**config.mk**
```make
export PLATFORM = sky130hd
export DESIGN_NAME = uart_periph
export DESIGN_NICKNAME = d
export VERILOG_FILES = /design/src/rtl/uart_pkg.sv /design/src/rtl/uart_baud_gen.sv /design/src/rtl/uart_periph.sv
export SDC_FILE = /design/constraint.sdc
export NUM_CORES = 1
export LEC_CHECK = 0
export BUFFER_PORTS_ARGS = -buffer_cell sky130_fd_sc_hd__buf_2
export CORE_MARGIN = 2
export CORE_UTILIZATION = 23
export DETAILED_ROUTE_END_ITERATION = 7
export SKIP_LAST_GASP = 1
export SYNTH_ARGS = -nofsm -noshare
export SYNTH_HDL_FRONTEND = slang
export SYNTH_SLANG_ARGS = --single-unit
```
**constraint.sdc**
```tcl
create_clock -name clk -period 4.8 [get_ports clk]
set_input_delay 0.48 -clock clk [delete_from_list [all_inputs] [get_ports clk]]
set_output_delay 0.48 -clock clk [all_outputs]
set_load 0.005 [all_outputs]
```
**src/rtl/uart_pkg.sv**
```systemverilog
// Shared constants for the memory-mapped UART: register addresses, CON bit
// positions and the state encoding used by both the TX and RX machines.
package uart_pkg;

  localparam logic [31:0] ADDR_TXD = 32'h4000_0018;
  localparam logic [31:0] ADDR_RXD = 32'h4000_001C;
  localparam logic [31:0] ADDR_CON = 32'h4000_0020;

  localparam int unsigned CON_TXIE     = 0;
  localparam int unsigned CON_RXIE     = 1;
  localparam int unsigned CON_TXDONE   = 2;
  localparam int unsigned CON_RXVALID  = 3;
  localparam int unsigned CON_TXBUSY   = 4;
  localparam int unsigned CON_FRAMEERR = 5;
  localparam int unsigned CON_OVERRUN  = 6;
  localparam int unsigned CON_W        = 7;

  localparam int unsigned TICK_CNT_W = 4;
  localparam logic [TICK_CNT_W-1:0] TICK_LAST = 4'd15;
  localparam logic [TICK_CNT_W-1:0] TICK_MID  = 4'd7;

  typedef enum logic [1:0] {
    ST_IDLE  = 2'd0,
    ST_START = 2'd1,
    ST_DATA  = 2'd2,
    ST_STOP  = 2'd3
  } uart_state_e;

endpackage

```
**src/rtl/uart_baud_gen.sv**
```systemverilog
// Free-running 16x oversample tick generator: one-cycle pulse every
// CLK_HZ/(16*BAUD) clocks (clamped to a minimum divisor of 1).
module uart_baud_gen #(
  parameter int unsigned CLK_HZ = 3200000,
  parameter int unsigned BAUD   = 100000
) (
  input  logic clk,
  input  logic reset,
  output logic tick
);

  localparam int unsigned DIV_RAW = CLK_HZ / (16 * BAUD);
  localparam int unsigned DIV     = (DIV_RAW < 1) ? 1 : DIV_RAW;
  localparam int unsigned CNT_W   = (DIV > 1) ? $clog2(DIV) : 1;
  localparam logic [CNT_W-1:0] CNT_LAST = CNT_W'(DIV - 1);

  logic [CNT_W-1:0] cnt;

  always_ff @(posedge clk or negedge reset) begin
    if (!reset) begin
      cnt  <= '0;
      tick <= 1'b0;
    end else begin
      tick <= (cnt == CNT_LAST);
      if (cnt == CNT_LAST) cnt <= '0;
      else                 cnt <= cnt + CNT_W'(1);
    end
  end

endmodule

```
**src/rtl/uart_periph.sv**
```systemverilog
// Memory-mapped 8N1 UART with TXD/RXD/CON registers and concurrent TX/RX.
// Define UART_IRQ_EN to enable the TXIE/RXIE interrupt enables and irqout.
module uart_periph
  import uart_pkg::*;
#(
  parameter int unsigned CLK_HZ = 3200000,
  parameter int unsigned BAUD   = 100000
) (
  input  logic        reset,
  input  logic        clk,
  input  logic        rd,
  input  logic        wr,
  input  logic [31:0] addr,
  input  logic [31:0] wdata,
  output logic [31:0] rdata,
  output logic        irqout,
  input  logic        UART_RX,
  output logic        UART_TX
);

  logic tick;

  uart_baud_gen #(
    .CLK_HZ (CLK_HZ),
    .BAUD   (BAUD)
  ) u_baud (
    .clk   (clk),
    .reset (reset),
    .tick  (tick)
  );

  // Bus decode
  logic rd_rxd_c, rd_con_c, wr_txd_c;
  assign rd_rxd_c = rd && (addr == ADDR_RXD);
  assign rd_con_c = rd && (addr == ADDR_CON);
  assign wr_txd_c = wr && (addr == ADDR_TXD);

  logic unused_wdata;
  assign unused_wdata = ^wdata[31:8];

  // Transmitter
  uart_state_e               tx_state;
  logic [TICK_CNT_W-1:0]     tx_cnt;
  logic [2:0]                tx_bit;
  logic [7:0]                txd;
  logic                      tx_out;
  logic                      txbusy;
  logic                      tx_done_c;

  assign tx_done_c = tick && (tx_state == ST_STOP) && (tx_cnt == TICK_LAST);
  assign UART_TX   = tx_out;

  // A frame starts on the first tick after the write so every bit is exactly 16 ticks
  always_ff @(posedge clk or negedge reset) begin
    if (!reset) begin
      tx_state <= ST_IDLE;
      tx_cnt   <= '0;
      tx_bit   <= '0;
      txd      <= '0;
      tx_out   <= 1'b1;
      txbusy   <= 1'b0;
    end else begin
      case (tx_state)
        ST_IDLE: begin
          if (wr_txd_c && !txbusy) begin
            txd    <= wdata[7:0];
            txbusy <= 1'b1;
          end else if (txbusy && tick) begin
            tx_state <= ST_START;
            tx_out   <= 1'b0;
            tx_cnt   <= '0;
          end
        end
        ST_START: begin
          if (tick) begin
            if (tx_cnt == TICK_LAST) begin
              tx_state <= ST_DATA;
              tx_out   <= txd[0];
              tx_bit   <= '0;
              tx_cnt   <= '0;
            end else begin
              tx_cnt <= tx_cnt + TICK_CNT_W'(1);
            end
          end
        end
        ST_DATA: begin
          if (tick) begin
            if (tx_cnt == TICK_LAST) begin
              tx_cnt <= '0;
              if (tx_bit == 3'd7) begin
                tx_state <= ST_STOP;
                tx_out   <= 1'b1;
              end else begin
                tx_bit <= tx_bit + 3'd1;
                tx_out <= txd[tx_bit + 3'd1];
              end
            end else begin
              tx_cnt <= tx_cnt + TICK_CNT_W'(1);
            end
          end
        end
        ST_STOP: begin
          if (tick) begin
            if (tx_cnt == TICK_LAST) begin
              tx_state <= ST_IDLE;
              txbusy   <= 1'b0;
              tx_cnt   <= '0;
            end else begin
              tx_cnt <= tx_cnt + TICK_CNT_W'(1);
            end
          end
        end
        default: tx_state <= ST_IDLE;
      endcase
    end
  end

  // Receiver input synchronizer and edge history, idle-high
  logic rx_meta, rx_sync, rx_prev;

  always_ff @(posedge clk or negedge reset) begin
    if (!reset) begin
      rx_meta <= 1'b1;
      rx_sync <= 1'b1;
      rx_prev <= 1'b1;
    end else begin
      rx_meta <= UART_RX;
      rx_sync <= rx_meta;
      rx_prev <= rx_sync;
    end
  end

  uart_state_e               rx_state;
  logic [TICK_CNT_W-1:0]     rx_cnt;
  logic [2:0]                rx_bit;
  logic [7:0]                rx_shift;
  logic [7:0]                rxd;
  logic                      rx_stop_c, rx_ok_c, rx_ferr_c;

  assign rx_stop_c = tick && (rx_state == ST_STOP) && (rx_cnt == TICK_LAST);
  assign rx_ok_c   = rx_stop_c && rx_sync;
  assign rx_ferr_c = rx_stop_c && !rx_sync;

  // Mid-start check after 8 ticks, then one sample per 16 ticks near bit centre
  always_ff @(posedge clk or negedge reset) begin
    if (!reset) begin
      rx_state <= ST_IDLE;
      rx_cnt   <= '0;
      rx_bit   <= '0;
      rx_shift <= '0;
      rxd      <= '0;
    end else begin
      case (rx_state)
        ST_IDLE: begin
          if (rx_prev && !rx_sync) begin
            rx_state <= ST_START;
            rx_cnt   <= '0;
          end
        end
        ST_START: begin
          if (tick) begin
            if (rx_cnt == TICK_MID) begin
              rx_cnt <= '0;
              rx_bit <= '0;
              rx_state <= rx_sync ? ST_IDLE : ST_DATA;
            end else begin
              rx_cnt <= rx_cnt + TICK_CNT_W'(1);
            end
          end
        end
        ST_DATA: begin
          if (tick) begin
            if (rx_cnt == TICK_LAST) begin
              rx_cnt   <= '0;
              rx_shift <= {rx_sync, rx_shift[7:1]};
              if (rx_bit == 3'd7) rx_state <= ST_STOP;
              else                rx_bit   <= rx_bit + 3'd1;
            end else begin
              rx_cnt <= rx_cnt + TICK_CNT_W'(1);
            end
          end
        end
        ST_STOP: begin
          if (tick) begin
            if (rx_cnt == TICK_LAST) begin
              rx_state <= ST_IDLE;
              rx_cnt   <= '0;
              if (rx_sync) rxd <= rx_shift;
            end else begin
              rx_cnt <= rx_cnt + TICK_CNT_W'(1);
            end
          end
        end
        default: rx_state <= ST_IDLE;
      endcase
    end
  end

  // Status flags: sticky bits clear on a CON read, a coincident set wins
  logic txdone, rxvalid, frameerr, overrun;

  always_ff @(posedge clk or negedge reset) begin
    if (!reset) begin
      txdone   <= 1'b0;
      rxvalid  <= 1'b0;
      frameerr <= 1'b0;
      overrun  <= 1'b0;
    end else begin
      txdone   <= tx_done_c | (txdone & ~rd_con_c);
      frameerr <= rx_ferr_c | (frameerr & ~rd_con_c);
      overrun  <= (rx_ok_c & rxvalid) | (overrun & ~rd_con_c);
      rxvalid  <= rx_ok_c | (rxvalid & ~rd_rxd_c);
    end
  end

  logic txie, rxie;

`ifdef UART_IRQ_EN
  logic wr_con_c;
  logic irq_q;
  assign wr_con_c = wr && (addr == ADDR_CON);

  always_ff @(posedge clk or negedge reset) begin
    if (!reset) begin
      txie  <= 1'b0;
      rxie  <= 1'b0;
      irq_q <= 1'b0;
    end else begin
      if (wr_con_c) begin
        txie <= wdata[CON_TXIE];
        rxie <= wdata[CON_RXIE];
      end
      irq_q <= (txie & txdone) | (rxie & rxvalid);
    end
  end

  assign irqout = irq_q;
`else
  assign txie   = 1'b0;
  assign rxie   = 1'b0;
  assign irqout = 1'b0;
`endif

  logic [CON_W-1:0] con_c;

  always_comb begin
    con_c               = '0;
    con_c[CON_TXIE]     = txie;
    con_c[CON_RXIE]     = rxie;
    con_c[CON_TXDONE]   = txdone;
    con_c[CON_RXVALID]  = rxvalid;
    con_c[CON_TXBUSY]   = txbusy;
    con_c[CON_FRAMEERR] = frameerr;
    con_c[CON_OVERRUN]  = overrun;
  end

  // Combinational read mux; TXD is write-only and reads as zero
  always_comb begin
    rdata = '0;
    if (rd) begin
      if (addr == ADDR_RXD)      rdata = 32'(rxd);
      else if (addr == ADDR_CON) rdata = 32'(con_c);
    end
  end

endmodule

```
==> metrics.yaml, run 1 <==
postSynthCellCount: 269
nNetsFinal: 401
cp_data_required_time_ns: 4.32
asyncSetResetFlopFracSynth_pct: 100
synth_area_per_cell_um2: 10.8
yosys_register_bits: 53
cts.htree.levels: 2
cts.sink_count: 53
clock-skew-final_ns: 0.00685
netlist_area_um2: 2900
tightestPinTransition_ns: 0.758
timing.critical_path.from: "addr[7]"
power.leakage_uw: 0.00164
master_cell_of_the_clock_root_buffer: "clkbuf_16"
yosys-top-cells-count: "dfrtp_1 (49), mux2_2 (29), buf_4 (25), nor2_1 (16), nand2_1 (14)"
cts_post_setup_buffers_inserted: 0
placed_area_um2: 3260
final.hold.worst_slack_ns: 0.295
grt_first_pass_wirelength_um: 9890
place_inst: 487
synth_top_area_share_pct: 42.2
cts_hold_repair.buffers: 0
top_cells_by_area_synth: "dfrtp_1 (42%), mux2_2 (11%), buf_4 (6.5%), ha_1 (4.3%), dfstp_2 (3.6%)"
synth_enable_flop_cells: 0
die_width_um: 116
antennaDiodeCount: 0
min_period_over_period_pct: 58.5
initial_utilization_pct: 23.3
dieArea_um2: 13500
status: "finished, final reports clean"
fp.coreArea_um2: 12500
pin_count: 103
ant_nets: 0
route.detailed.drc: 0
timing.final.hold_violations: 0
finalCriticalPeriod_ns: 2.81
aggregate_global_routing_overflow: 0
yosysUniqueCellTypes: 47
grt_start_max_net_pins: 54
worst_ir_drop_vdd_v: 0.000117
clockBufferDepth: 2
rsz0062_at_grt: "no"
layout-area-overhead-vs-synth_pct: 17.8
timing.setup.tns_ns: 0
synth-seq-area-share_pct: 45.8
yosysMostFrequentCell: "dfrtp_1"
number_of_global_route_vias_before_repair: 2077
power.density_cell_area_nw_per_um2: 299
ys_dominant_reg_cell: "dfrtp_1"
synth.largest_area_cell: "dfrtp_1"
clock.fmax_mhz: 356
worstReg2RegStart: "tx_state[0]"
die_y_um: 116
drv.max_cap_violation_count: 0
post-dp-hpwl_um: 4620
floorplan.rows: 41
critical_path.max_fanout: 6
finalWeightedCongestion: 0.802
yosys_warnings: 0
avgRoutedWirePerCell_um: 12.3
cts_buffers: 5
report.final.setup_viol: 0
worst_setup_path_start_kind: "input pin"
most_used_cell_cp: "buf_2"
detail_route.wirelength_um: 6110
buffer_ports.inserted: 53
firstDrtPassIters: 4
detailedRoute.firstIterationViolations: 77
track_usage_pct: 9.45
hp-class: "input pin to flop"
category_of_the_most_critical_setup_path: "input pin to output pin"
worstSetupEndpointType: "output pin"
ctsResizeCount: 0
clock_latency_ns: 0.30
timing.max_slew.rel_slack_pct: 49.3
number_of_antenna_violations_at_the_first_check_in_global_routing: 0
max_stage_delay_ns: 0.54
finalNonFillerCells: 495
slew_viol_final: 0
critical-path-slowest-cell: "nor4b_1"
setup.reg_to_reg.worst_slack_ns: 2.68
crit_path_cell_trace: "buf_2 -> nor4b_1 -> and3_1 -> nor4b_2 -> and2_1 -> buf_2"
post_route_cells_drive_above_1_share_pct: 31.0
clk_pin_slew_ns: 0.06
cts_tree: "done"
hold_start: "UART_RX"
worst_ep_arrival_time_ns: 2.33
viasPerCell: 4.36
post-route-cell-area_um2: 3420
num_vias: 2159
[critical path, delay by kind of cell]
kind,cells,cell delay (ns)
simple gates,4,1.63
buf+inv,2,0.22
[metal layers]
layer | vias to the layer above | share of wire (%) | global-route usage (%)
met5 | - | 0 | 0
met4 | 0 | 1.3 | 3.25
met3 | 7 | 7.9 | 2.75
met2 | 100 | 46 | 15.3
met1 | 1022 | 44 | 12.1
li1 | 1030 | - | -
[stage by stage]
stage | setup WS, ns | util [%] | power, uW
2_1_floorplan | 2.71 | - | 615
4_1_cts | 2.01 | 27.5 | 1030
6_report | 1.99 | 27.5 | 1020
3_5_place_dp | 2.01 | 26.2 | 644
5_1_grt | 1.85 | 27.5 | 1070
3_3_place_gp | 2.02 | 26.2 | 640
[layout by cell type, fill, tap and decap left out, drive strengths merged, types with 6 or more instances in the layout]
cell     n
o21ai   12
ha      10
clkbuf   7
nor4     7
conb    25
nand3    9
dfrtp   49
nor2    16
a22o     9
buf     54
mux2    29
a21oi    8
mux2i    6
nand2   14
inv     12
[kinds of logic (layout without fill, tap and decap cells)]
| group | after synthesis | in the layout | share of synthesized area [%] |
|---|---|---|---|
| AO/OA/AOI/OAI | 49 | 49 | 11.5 |
| XOR/XNOR | 2 | 2 | 0.603 |
| adder cells (fa/ha/maj) | 10 | 10 | 4.31 |
| buffers and inverters | 44 | 74 | 9.05 |
| flip-flops | 53 | 53 | 45.8 |
| multiplexers | 35 | 35 | 13.3 |
| other | 1 | 25 | 0.129 |
| AND/OR/NAND/NOR | 75 | 75 | 15.3 |
[layout make-up]
class / count / area (um^2)
clock buffer: 7 / 153
sequential: 53 / 1330
inverter: 12 / 45.0
multi-input combinational: 196 / 1400
tap: 172 / 215
timing repair buffer: 54 / 273
clock inverter: 1 / 5.00
fill: 1306 / 9040
[final timing paths]
path                                    end  cells past startpoint
min in group asynchronous         rx_bit[0]                      2
worst max-delay path               rdata[7]                      6
worst max register to register       txd[5]                      6
max in group asynchronous       rx_shift[3]                      2
worst min register to register      rx_sync                      0
worst min-delay path                rx_meta                      1
[state kept, by name, summed over array words and instances, names as in the netlist, named ones only]
signal	count
rx_meta	1
rx_bit	3
rx_prev	1
txbusy	1
rx_state	1
tx_bit	3
tx_cnt	4
u_baud.cnt	1
frameerr	1
rx_shift	8
txd	8
tx_state	2
rx_cnt	4
UART_TX	1
rx_sync	1
overrun	1
txdone	1
u_baud.tick	1
rxd	8
rxvalid	1
[power breakdown]
group          leakage, uW  switching (uW)  internal [uW]
clock            0.0000799             160            221
sequential        0.000699            42.7            474
combinational     0.000857            63.9           60.3
total              0.00164             266            756
Power figures use the tool's default switching activity.
==> run 2: changes to the inputs <==
--- a/config.mk
+++ b/config.mk
@@ -5,6 +5,7 @@
 export SDC_FILE = /design/constraint.sdc
 export NUM_CORES = 1
 export LEC_CHECK = 0
+export ABC_AREA = 1
 export BUFFER_PORTS_ARGS = -buffer_cell sky130_fd_sc_hd__buf_2
 export CORE_MARGIN = 2
 export CORE_UTILIZATION = 23
==> constraint.sdc (replaced) <==
create_clock -name clk -period 2.8 [get_ports clk]
set_input_delay 0.28 -clock clk [delete_from_list [all_inputs] [get_ports clk]]
set_output_delay 0.28 -clock clk [all_outputs]
set_load 0.005 [all_outputs]
==> run 2 against run 1 <==
Against the previous run: the flow now finishes with violations (negative hold slack); sequential power increased by 69%; total power increased by 75%; worst setup slack got worse by 1.1 ns; area after synthesis increased by 4.2%; via count increased by 16%; sequential cell count unchanged; wire length increased by 2.2%; utilization increased by 0.62 points; die area increased by 4.0%; combinational power increased by 120%; critical endpoint is now rdata[4].
==> metrics.yaml, run 2 <==
status: "finished, violations left"  # was finished, final reports clean
violations: "negative hold slack"
initial_utilization_pct: 23.8  # was 23.3%
worst_ep_arrival_time_ns: 1.60  # was 2.33 ns
netlist_area_um2: 3030  # was 2900 um^2
drv.max_cap_violation_count: 0  # unchanged
power.density_cell_area_nw_per_um2: 500  # was 299 nW/um^2
clock-skew-final_ns: 0.00507  # was 0.00685 ns
yosys-top-cells-count: "nand2_1 (92), dfrtp_1 (49), nand3_1 (40), inv_1 (36), nor2_1 (35)"  # was dfrtp_1 (49), mux2_2 (29), buf_4 (25), nor2_1 (16), nand2_1 (14)
track_usage_pct: 9.23  # was 9.45%
tightestPinTransition_ns: 0.578  # was 0.758 ns
num_vias: 2504  # was 2,159
viasPerCell: 4.10  # was 4.36
post_route_cells_drive_above_1_share_pct: 22.1  # was 31.0%
finalWeightedCongestion: 0.888  # was 0.802
total_power_uw: 1780  # was 1020 uW
cts_tree: "done"  # unchanged
fp.coreArea_um2: 12700  # was 12,500 um^2
yosys_register_bits: 53  # unchanged
multi_input_comb_area_um2: 1420  # was 1400 um^2
layout-area-overhead-vs-synth_pct: 18.0  # was 17.8%
yosys_warnings: 0  # unchanged
dieArea_um2: 14100  # was 13,500 um^2
slew_viol_final: 0  # unchanged
worst_ir_drop_vdd_v: 0.000247  # was 0.000117 V
clock.fmax_mhz: 532
worst_setup_path_start_kind: "input pin"  # unchanged
number_of_global_route_vias_before_repair: 2424  # was 2,077
aggregate_global_routing_overflow: 0  # unchanged
ctsResizeCount: 0  # unchanged
final_common_cell: "nand2_1"  # was buf_2
yosysUniqueCellTypes: 32  # was 47
most_used_cell_cp: "nand2_1"  # was buf_2
asyncSetResetFlopFracSynth_pct: 100  # unchanged
detailedRoute.firstIterationViolations: 109  # was 77
report.final.setup_viol: 0  # unchanged
cts.sink_count: 53  # unchanged
regArea_um2: 1330  # unchanged
crit_path_cell_trace: "buf_2 -> nor2_1 -> nand2_1 -> nor2_1 -> nand2_1 -> nor2_4 -> nand2_1 -> o21ai_1 -> buf_2"  # was buf_2 -> nor4b_1 -> and3_1 -> nor4b_2 -> and2_1 -> buf_2
pin_count: 103  # unchanged
route.detailed.drc: 0  # unchanged
synth-seq-area-share_pct: 44.0  # was 45.8%
largestRegisters: "rx_shift x8, rxd x8, txd x8"  # unchanged
min_period_over_period_pct: 67.1
nNetsFinal: 516  # was 401
ys_dominant_reg_cell: "dfrtp_1"  # unchanged
cts_buffers: 5  # unchanged
top_cells_by_area_synth: "dfrtp_1 (41%), nand2_1 (11%), nand3_1 (6.6%), buf_4 (6.2%), o21ai_1 (4.8%)"  # was dfrtp_1 (42%), mux2_2 (11%), buf_4 (6.5%), ha_1 (4.3%), dfstp_2 (3.6%)
synth_top_area_share_pct: 40.5  # was 42.2%
antennaDiodeCount: 0  # unchanged
cts_post_setup_buffers_inserted: 0  # unchanged
grt_start_max_net_pins: 26  # was 54
firstDrtPassIters: 4  # unchanged
master_cell_of_the_clock_root_buffer: "clkbuf_16"  # unchanged
grt_first_pass_wirelength_um: 10800  # was 9890 um
finalCriticalPeriod_ns: 1.88
category_of_the_most_critical_setup_path: "input pin to output pin"  # unchanged
cts.htree.levels: 2  # unchanged
fillCellCount: 1415  # was 1,306
yosysMostFrequentCell: "nand2_1"  # was dfrtp_1
critical-path-slowest-cell: "o21ai_1"  # was nor4b_1
layout_common_cells: "nand2_1 (92), buf_2 (53), dfrtp_1 (49)"  # was buf_2 (53), dfrtp_1 (49), mux2_2 (29)
power.leakage_uw: 0.00181  # was 0.00164 uW
avgRoutedWirePerCell_um: 10.2  # was 12.3 um
critical_path.max_fanout: 10  # was 6
timing.max_slew.rel_slack_pct: 61.5  # was 49.3%
buffer_ports.inserted: 53  # unchanged
synth.largest_area_cell: "dfrtp_1"  # unchanged
clock_latency_ns: 0.29  # was 0.30 ns
synth_area_per_cell_um2: 8.00  # was 10.8 um^2
worstSetupEndpointType: "output pin"  # unchanged
clockBufferDepth: 2  # unchanged
die_y_um: 119  # was 116 um
cp_data_required_time_ns: 2.52  # was 4.32 ns
post-dp-hpwl_um: 5010  # was 4620 um
timing.setup.tns_ns: 0  # unchanged
detail_route.wirelength_um: 6240  # was 6110 um
synth_enable_flop_cells: 0  # unchanged
ant_nets: 0  # unchanged
max_stage_delay_ns: 0.26  # was 0.54 ns
floorplan.rows: 41  # unchanged
final.hold.worst_slack_ns: -0.0163  # was 0.295 ns
number_of_antenna_violations_at_the_first_check_in_global_routing: 0  # unchanged
die_width_um: 119  # was 116 um
clk_pin_slew_ns: 0.07  # was 0.06 ns
hp-class: "input pin to asynchronous set/reset pin"  # was input pin to flop
timing.final.hold_violations: 22  # was 0
cts_hold_repair.buffers: 0  # unchanged
postSynthCellCount: 378  # was 269
rsz0062_at_grt: "no"  # unchanged
## run 2: cell count changes after synthesis, moves of 7 or more
cell / previous run / this run
inv_1: 12 / 36
nand2_1: 14 / 92
nor2_1: 16 / 35
nand3_1: 9 / 40
nor4_1: 7 / 0
mux2_2: 29 / 0
a22o_1: 9 / 0
nor2_2: 0 / 8
o21ai_1: 0 / 29
inv_2: 0 / 8
## run 2: layer usage
metal / global-route usage (%) / share of wire (%)
met4: 3.35 / 1.5
met5: 0 / 0
met3: 2.17 / 4.1
met1: 12.0 / 49
met2: 14.9 / 46
## run 2: report_power, final
| group | internal (uW) | switching, uW |
|---|---|---|
| registers | 815 | 57.6 |
| logic | 98.4 | 173 |
| clock network | 379 | 262 |
## run 2: critical path, delay by kind of cell
kind | cells | cell delay [ns]
and+or+nand+nor | 6 | 0.79
buffers and inverters | 2 | 0.27
AOI/OAI and AO/OA | 1 | 0.26
## run 2: per-stage QoR
step / instance area [um^2] / setup slack (ns) / std cells / hold slack, ns / util, %
floorplan: 3120 / 1.23 / 402 / -0.0156 / -
global placement: 3410 / 0.936 / 602 / 0.306 / 26.8
finish: 3570 / 0.922 / 610 / -0.0163 / 28.1
detailed placement: 3410 / 0.916 / 602 / 0.314 / 26.8
global route: 3570 / 0.735 / 610 / 0.0280 / 28.1
CTS: 3570 / 0.907 / 610 / 0.00705 / 28.1
## run 2: final timing paths
check                                  from          end  slack (ns)  cells after the start
worst max-delay path               addr[27]     rdata[4]        0.92                      9
min in group clk                    UART_RX      rx_meta        0.09                      1
worst max register to register  tx_state[0]       txd[3]        0.96                      9
worst min register to register      rx_meta      rx_sync        0.36                      0
max in group asynchronous             reset  rx_shift[2]        2.15                      2
worst min-delay path                  reset       txd[2]       -0.02                      1
## run 2: cell families (layout without fill, tap and decap cells)
kind of cell | after synthesis | after routing | synth area share [%]
fa+ha+maj | 10 | 10 | 4.14
simple gates | 193 | 193 | 30.8
compound gates | 46 | 46 | 7.94
xor+xnor | 3 | 3 | 0.869
other cells | 1 | 25 | 0.124
buf+inv | 72 | 108 | 12.1
flops | 53 | 53 | 44.0
## run 2: layout make-up
cell class                 count  area share, %
inverter                      45           4.73
clock buffer                   7           4.27
multi-input combinational    277           39.7
timing repair buffer          55           7.85
tap                          172           6.03
sequential                    53           37.3
clock inverter                 1          0.140
